===== src/rtl/matmul_seq_ctrl.sv =====
`default_nettype none
// ============================================================================
// Module   : matmul_seq_ctrl
// Brief    : Job sequencer for the weight-stationary NxN systolic matrix unit
//            (load B, stream A, collect C). Define MATMUL_SEQ_PERF_EN to add
//            the perf_cycles busy-cycle counter.
// Revision : 1.0 - initial release
// ============================================================================
module matmul_seq_ctrl #(
    parameter int N      = 4,
    parameter int ADDR_W = 8,
    parameter int DATA_W = 16
) (
    input  logic                    clk,
    input  logic                    rst,
    input  logic                    start,
    input  logic [ADDR_W:0]         cfg_m,
    output logic                    busy,
    output logic                    done,
    output logic                    err,
    output logic                    w_rd_en,
    output logic [$clog2(N)-1:0]    w_rd_addr,
    input  logic [N*DATA_W-1:0]     w_rd_data,
    output logic                    a_rd_en,
    output logic [ADDR_W-1:0]       a_rd_addr,
    input  logic [N*DATA_W-1:0]     a_rd_data,
    output logic                    arr_clear,
    output logic                    arr_w_load,
    output logic [$clog2(N)-1:0]    arr_w_row,
    output logic [N*DATA_W-1:0]     arr_w_data,
    output logic                    arr_a_valid,
    output logic [N*DATA_W-1:0]     arr_a_data,
    input  logic                    arr_c_valid,
    input  logic [N*DATA_W-1:0]     arr_c_data,
    output logic                    c_wr_en,
    output logic [ADDR_W-1:0]       c_wr_addr,
    output logic [N*DATA_W-1:0]     c_wr_data
`ifdef MATMUL_SEQ_PERF_EN
    ,
    output logic [31:0]             perf_cycles
`endif
);

    localparam int                 c_wa_w   = $clog2(N);
    localparam logic [c_wa_w-1:0]  c_w_last = c_wa_w'(N - 1);
    localparam logic [ADDR_W:0]    c_m_max  = {1'b1, {ADDR_W{1'b0}}};

    typedef enum logic [2:0] {
        IDLE   = 3'd0,
        LOAD_W = 3'd1,
        STREAM = 3'd2,
        DRAIN  = 3'd3,
        DONE   = 3'd4
    } state_t;

    state_t             r_state;
    logic [ADDR_W-1:0]  r_m_last;
    logic [ADDR_W-1:0]  r_wr_cnt;
    logic               r_cap_done;

    wire w_accept   = (r_state == IDLE) && start;
    wire w_bad_m    = (cfg_m == '0) || (cfg_m > c_m_max);
    wire w_capture  = ((r_state == STREAM) || (r_state == DRAIN)) && arr_c_valid && !r_cap_done;
    wire w_to_done  = (r_state == DRAIN) && r_cap_done;

    // Read data arrives one cycle after the read; forward it alongside the
    // delayed strobe and hold the bus at zero otherwise.
    assign arr_w_data = arr_w_load  ? w_rd_data : '0;
    assign arr_a_data = arr_a_valid ? a_rd_data : '0;

    always_ff @(posedge clk) begin
        if (rst) begin
            r_state     <= IDLE;
            r_m_last    <= '0;
            r_wr_cnt    <= '0;
            r_cap_done  <= 1'b0;
            busy        <= 1'b0;
            done        <= 1'b0;
            err         <= 1'b0;
            w_rd_en     <= 1'b0;
            w_rd_addr   <= '0;
            a_rd_en     <= 1'b0;
            a_rd_addr   <= '0;
            arr_clear   <= 1'b0;
            arr_w_load  <= 1'b0;
            arr_w_row   <= '0;
            arr_a_valid <= 1'b0;
            c_wr_en     <= 1'b0;
            c_wr_addr   <= '0;
            c_wr_data   <= '0;
        end else begin
            arr_clear   <= 1'b0;
            done        <= 1'b0;
            c_wr_en     <= 1'b0;
            arr_w_load  <= w_rd_en;
            arr_w_row   <= w_rd_en ? w_rd_addr : '0;
            arr_a_valid <= a_rd_en;

            // Completion is a sticky flag so M = 2^ADDR_W works with the wrapping count.
            if (w_capture) begin
                c_wr_en   <= 1'b1;
                c_wr_addr <= r_wr_cnt;
                c_wr_data <= arr_c_data;
                r_wr_cnt  <= r_wr_cnt + ADDR_W'(1);
                if (r_wr_cnt == r_m_last) begin
                    r_cap_done <= 1'b1;
                end
            end

            case (r_state)
                IDLE: begin
                    if (start) begin
                        err        <= 1'b0;
                        busy       <= 1'b1;
                        r_wr_cnt   <= '0;
                        r_cap_done <= 1'b0;
                        r_m_last   <= cfg_m[ADDR_W-1:0] - ADDR_W'(1);
                        if (cfg_m == '0) begin
                            done    <= 1'b1;
                            r_state <= DONE;
                        end else if (cfg_m > c_m_max) begin
                            err     <= 1'b1;
                            done    <= 1'b1;
                            r_state <= DONE;
                        end else begin
                            arr_clear <= 1'b1;
                            w_rd_en   <= 1'b1;
                            w_rd_addr <= '0;
                            r_state   <= LOAD_W;
                        end
                    end
                end
                LOAD_W: begin
                    if (w_rd_addr == c_w_last) begin
                        w_rd_en   <= 1'b0;
                        w_rd_addr <= '0;
                        a_rd_en   <= 1'b1;
                        a_rd_addr <= '0;
                        r_state   <= STREAM;
                    end else begin
                        w_rd_addr <= w_rd_addr + c_wa_w'(1);
                    end
                end
                STREAM: begin
                    if (a_rd_addr == r_m_last) begin
                        a_rd_en   <= 1'b0;
                        a_rd_addr <= '0;
                        r_state   <= DRAIN;
                    end else begin
                        a_rd_addr <= a_rd_addr + ADDR_W'(1);
                    end
                end
                DRAIN: begin
                    if (r_cap_done) begin
                        done    <= 1'b1;
                        r_state <= DONE;
                    end
                end
                DONE: begin
                    busy    <= 1'b0;
                    r_state <= IDLE;
                end
                default: begin
                    busy    <= 1'b0;
                    r_state <= IDLE;
                end
            endcase
        end
    end

`ifdef MATMUL_SEQ_PERF_EN
    logic [31:0] r_perf_cnt;
    wire  [31:0] w_perf_next = (r_perf_cnt == 32'hFFFF_FFFF) ? r_perf_cnt : r_perf_cnt + 32'd1;

    // r_perf_cnt holds the busy-cycle index of the current cycle, so the value
    // published on entry to DONE already includes the DONE cycle itself.
    always_ff @(posedge clk) begin
        if (rst) begin
            r_perf_cnt  <= '0;
            perf_cycles <= '0;
        end else begin
            if (w_accept) begin
                r_perf_cnt  <= 32'd1;
                perf_cycles <= w_bad_m ? 32'd1 : 32'd0;
            end else begin
                if (busy) begin
                    r_perf_cnt <= w_perf_next;
                end
                if (w_to_done) begin
                    perf_cycles <= w_perf_next;
                end
            end
        end
    end
`else
    wire w_unused_perf = &{1'b0, w_accept, w_bad_m, w_to_done};
`endif

endmodule
`default_nettype wire


===== config.mk =====
export PLATFORM = sky130hd
export DESIGN_NAME = matmul_seq_ctrl
export DESIGN_NICKNAME = d
export VERILOG_FILES = /design/src/rtl/matmul_seq_ctrl.sv
export SDC_FILE = /design/constraint.sdc
export NUM_CORES = 1
export LEC_CHECK = 0
export BUFFER_PORTS_ARGS = -buffer_cell sky130_fd_sc_hd__buf_4
export CELL_PAD_IN_SITES_DETAIL_PLACEMENT = 1
export CELL_PAD_IN_SITES_GLOBAL_PLACEMENT = 2
export CORE_UTILIZATION = 17
export DETAILED_ROUTE_END_ITERATION = 8
export PLACE_DENSITY_LB_ADDON = 0.1
export SETUP_SLACK_MARGIN = 0.5
export SLEW_MARGIN = 20
export SYNTH_ARGS = -nofsm -noshare
export SYNTH_HDL_FRONTEND = slang
export SYNTH_SLANG_ARGS = --single-unit

===== constraint.sdc =====
create_clock -name clk -period 2.45 [get_ports clk]
set_clock_uncertainty 0.2 [all_clocks]
set_input_delay 0.3675 -clock clk [delete_from_list [all_inputs] [get_ports clk]]
set_output_delay 0.3675 -clock clk [all_outputs]
set_load 0.005 [all_outputs]

==> impl_results.md <==
- Outcome: completed
- Vias in the first global route: 6,126
- Launching element type of the critical path: input pin
- Setup TNS after final layout: 0 ns
- Number of instances in the placed design: 1,473
- Largest net degree at the start of global routing: 66
- Tmin final: between 1.5 and 2 ns
- Sequential share of the synthesized area: 0.427
- Via count: 6,393
- Inserted Clock Buffers: 17
- Fin area: about 11,000 µm²
- Leak Pwr: about 4.8 nW
- Fmax achieved: between 500 and 600 MHz
- Design Power: around 5.2 mW
- I/O pin cnt: 426
- Total wire length: 27.1 mm
- Synth Cell Area: roughly 5300 µm²
- Later-pin clock latency in the skew report: roughly 0.41 ns
- DIE WIDTH: approximately 180 µm
- Initial Utilization: 0.173
- Synth Instances: ~700
- Category of the most critical setup path: in -> reg
- Root buffer selected by CTS: sky130_fd_sc_hd__clkbuf_16
- First-pass GRT wire length: roughly 38 mm
- Arr. time, crit path: 2.01 ns
- Setup repair after global routing missed its margin: true
- # nets final: ~1,400
- ANT nets after route: 0
- Busiest layer in global routing: met2
- Met1 track utilization from global routing: 0.192
- Fill cell instance count of the final layout: 3,669
- DRT iter0 DRCs: approximately 180
- Count of clock tree sinks: 113
- Largest buffer count on any clock path: 2
- Met2 track demand over resource in global routing: 0.289
- Total global routing overflow: 0
- Non-filler cells, final: around 1,600
- MaxCap Viol Count: 0
- Total nets after synthesis: 893
- Core Area: between 30,000 and 40,000 µm²
- Category of the worst setup path capture point: flip-flop
- Residual DRC count: 0
- Hold violation count in the final report: 0
- Area growth from synthesis to layout: 98.4%
- Critical Path RT: about 2.5 ns
- First-pass detailed-route iteration total: 4
- Detailed-placement wirelength estimate: ~21 mm
- Share of final-layout standard cells stronger than drive strength 1: 0.451
- Post-placement cell area: roughly 9000 µm²
- Final slew viol count: 0
- Final count of negative-setup-slack endpoints: 0
- Worst-Margin Slew: between 0.4 and 0.5 ns
- Headroom to the max-slew limit: 0.681
- Via-to-Cell Ratio: roughly 4
- CTS clock-pin slew for the worst setup and hold paths: 0.05 ns
- Wirelength per Cell: around 17 µm
- Most used DFF post-synth: sky130_fd_sc_hd__dfxtp_1
- CTS tree: built
- Final period util: 0.785
- Yosys cell types: between 40 and 50
- Post-Syn Area per Cell: 7.78 µm²
- Yosys warning total: 0
- GRT Overall Usage: 0.162
- Met3 capacity usage during global routing: 0.0341
- Number of antenna violations at the first check in global routing: 0
- Post-synth EDFFs: 0
- Die boundary height: ~180 µm
- Total die area: 31,900 µm²
- Highest ir drop seen on vdd: between 300 and 400 µV
- FP Rows: 64
- Count of port buffers added during placement: 425
- Depth of the CTS H-tree: 4
- Worst-path fanout max: 4
- Routability cong.: just under 0.8
- Pwr dens: ~500 nW/µm²
- Ys async rst share: 0
- Number of synthesized register bits: 113
- Worst hold-check path type: in -> reg
## power by group
| group | switching, mW | internal (mW) | leakage, nW |
|---|---|---|---|
| Clock | 0.953 | 1.63 | 0.285 |
| Combinational | 0.260 | 0.441 | 3.55 |
| Sequential | 0.0342 | 1.86 | 0.919 |
| Total | 1.25 | 3.93 | 4.76 |
## through the flow
| step | setup WS [ns] | util | hold WS [ns] |
|---|---|---|---|
| 6_report | 0.526 | 0.344 | 0.0177 |
| 5_1_grt | 0.469 | 0.343 | 0.00243 |
| 4_1_cts | 0.486 | 0.340 | 0.0000515 |
| 3_5_place_dp | -0.0415 | 0.297 | 0.250 |
| 3_3_place_gp | -0.0117 | 0.297 | 0.243 |
| 2_1_floorplan | 0.266 | - | 0.253 |
## sequential cells by signal, indices dropped and copies added (netlist names), 2 cells and up
| register | cells |
|---|---|
| r_state | 3 |
| w_rd_addr | 2 |
| arr_w_row | 2 |
| a_rd_addr | 8 |
| c_wr_addr | 8 |
| c_wr_data | 64 |
| r_wr_cnt | 8 |
| r_m_last | 8 |
## timing repair
action,4_1_cts,5_1_grt
hold endpoints to repair,57,0
setup endpoints to repair,102,49
gates resized for setup,20,22
gates cloned,1,1
pin swaps,7,10
buffers inserted,8,2
hold buffers,57,0
## path summary, 6_finish.rpt
path	depth (start not counted)	end	from	slack, ns
max	11	w_rd_addr[1]	cfg_m[1]	0.53
min	3	c_wr_data[60]	arr_c_data[60]	0.02
min reg2reg	2	c_wr_data[51]	c_wr_data[51]	0.25
max reg2reg	5	a_rd_addr[6]	a_rd_addr[0]	0.59
## routing by layer
| layer | vias to the layer above | wire, µm |
|---|---|---|
| li1 | 3189 | - |
| met1 | 2992 | 11000 |
| met2 | 189 | 14100 |
| met3 | 23 | 1520 |
| met4 | 0 | 469 |
| met5 | - | 0 |
## layout make-up
type	count	area [µm²]	share of cell area
Tap cell	396	495	0.0471
Sequential cell	113	2280	0.217
Antenna cell	3	7.51	0.000714
Multi-Input combinational cell	513	2960	0.282
Clock inverter	13	161	0.0154
Clock buffer	19	443	0.0421
Timing Repair Buffer	514	4120	0.392
Inverter	6	40.0	0.00381
## cells by family (layout without fill, tap and decap cells)
| group | Yosys count | in the layout | share of synthesized area |
|---|---|---|---|
| other | 0 | 3 | 0 |
| multiplexers | 1 | 1 | 0.00189 |
| buffers and inverters | 55 | 552 | 0.0425 |
| flip-flops | 113 | 113 | 0.427 |
| AND/OR/NAND/NOR | 368 | 368 | 0.348 |
| AO/OA/AOI/OAI | 107 | 107 | 0.115 |
| adder cells (fa/ha/maj) | 7 | 7 | 0.0165 |
| XOR/XNOR | 30 | 30 | 0.0496 |
## cell usage after synthesis, drive strengths merged (2+ instances only)
| cell type | instances | area share |
|---|---|---|
| a211oi | 9 | 0.013 |
| nand3 | 6 | 0.0057 |
| or4 | 2 | 0.0035 |
| a31oi | 4 | 0.0047 |
| and2 | 130 | 0.15 |
| nor2b | 2 | 0.0024 |
| xor2 | 15 | 0.025 |
| dfxtp | 113 | 0.43 |
| and3 | 2 | 0.0024 |
| xnor2 | 15 | 0.025 |
| ha | 7 | 0.017 |
| buf | 12 | 0.012 |
| or3 | 2 | 0.0024 |
| nor2 | 36 | 0.026 |
| nand2 | 159 | 0.11 |
| nor4 | 3 | 0.0047 |
| or2 | 2 | 0.0024 |
| clkbuf | 37 | 0.026 |
| nor3 | 9 | 0.011 |
| o21ai | 6 | 0.0057 |
| o211ai | 2 | 0.0028 |
| inv | 6 | 0.0042 |
| o31ai | 2 | 0.0028 |
| nor3b | 4 | 0.0057 |
| a32oi | 2 | 0.0033 |
| a21oi | 75 | 0.071 |
| nand4 | 4 | 0.0047 |
| nand2b | 2 | 0.0024 |
## cell usage in the layout (no fill, tap or decap), drive strengths merged, types with 2 or more instances in the layout
master,n
or2,2
nor2,36
dlygate4sd3,57
and2,130
a31oi,4
clkbuf,20
inv,7
buf,456
xnor2,15
nand2b,2
and3,2
clkinv,5
diode,3
a211oi,9
a21oi,75
nand2,159
nand3,6
dfxtp,113
nor3b,4
or4,2
o21ai,6
xor2,15
ha,7
or3,2
nor2b,2
nor3,9
nand4,4
bufinv,3
a32oi,2
o211ai,2
nor4,3
o31ai,2
clkinvlp,4
## critical path: stages
cell and delay [ns]:
sky130_fd_sc_hd__buf_12 0.11, sky130_fd_sc_hd__inv_12 0.04, sky130_fd_sc_hd__ha_4 0.12, sky130_fd_sc_hd__nor3b_4 0.18, sky130_fd_sc_hd__nand2_1 0.10, sky130_fd_sc_hd__or3_4 0.41
sky130_fd_sc_hd__ha_4 0.17, sky130_fd_sc_hd__nor3b_2 0.17, sky130_fd_sc_hd__o21ai_2 0.12, sky130_fd_sc_hd__a32oi_1 0.17, sky130_fd_sc_hd__nor2_1 0.05
Note: power is estimated with default switching activity, not from simulation.
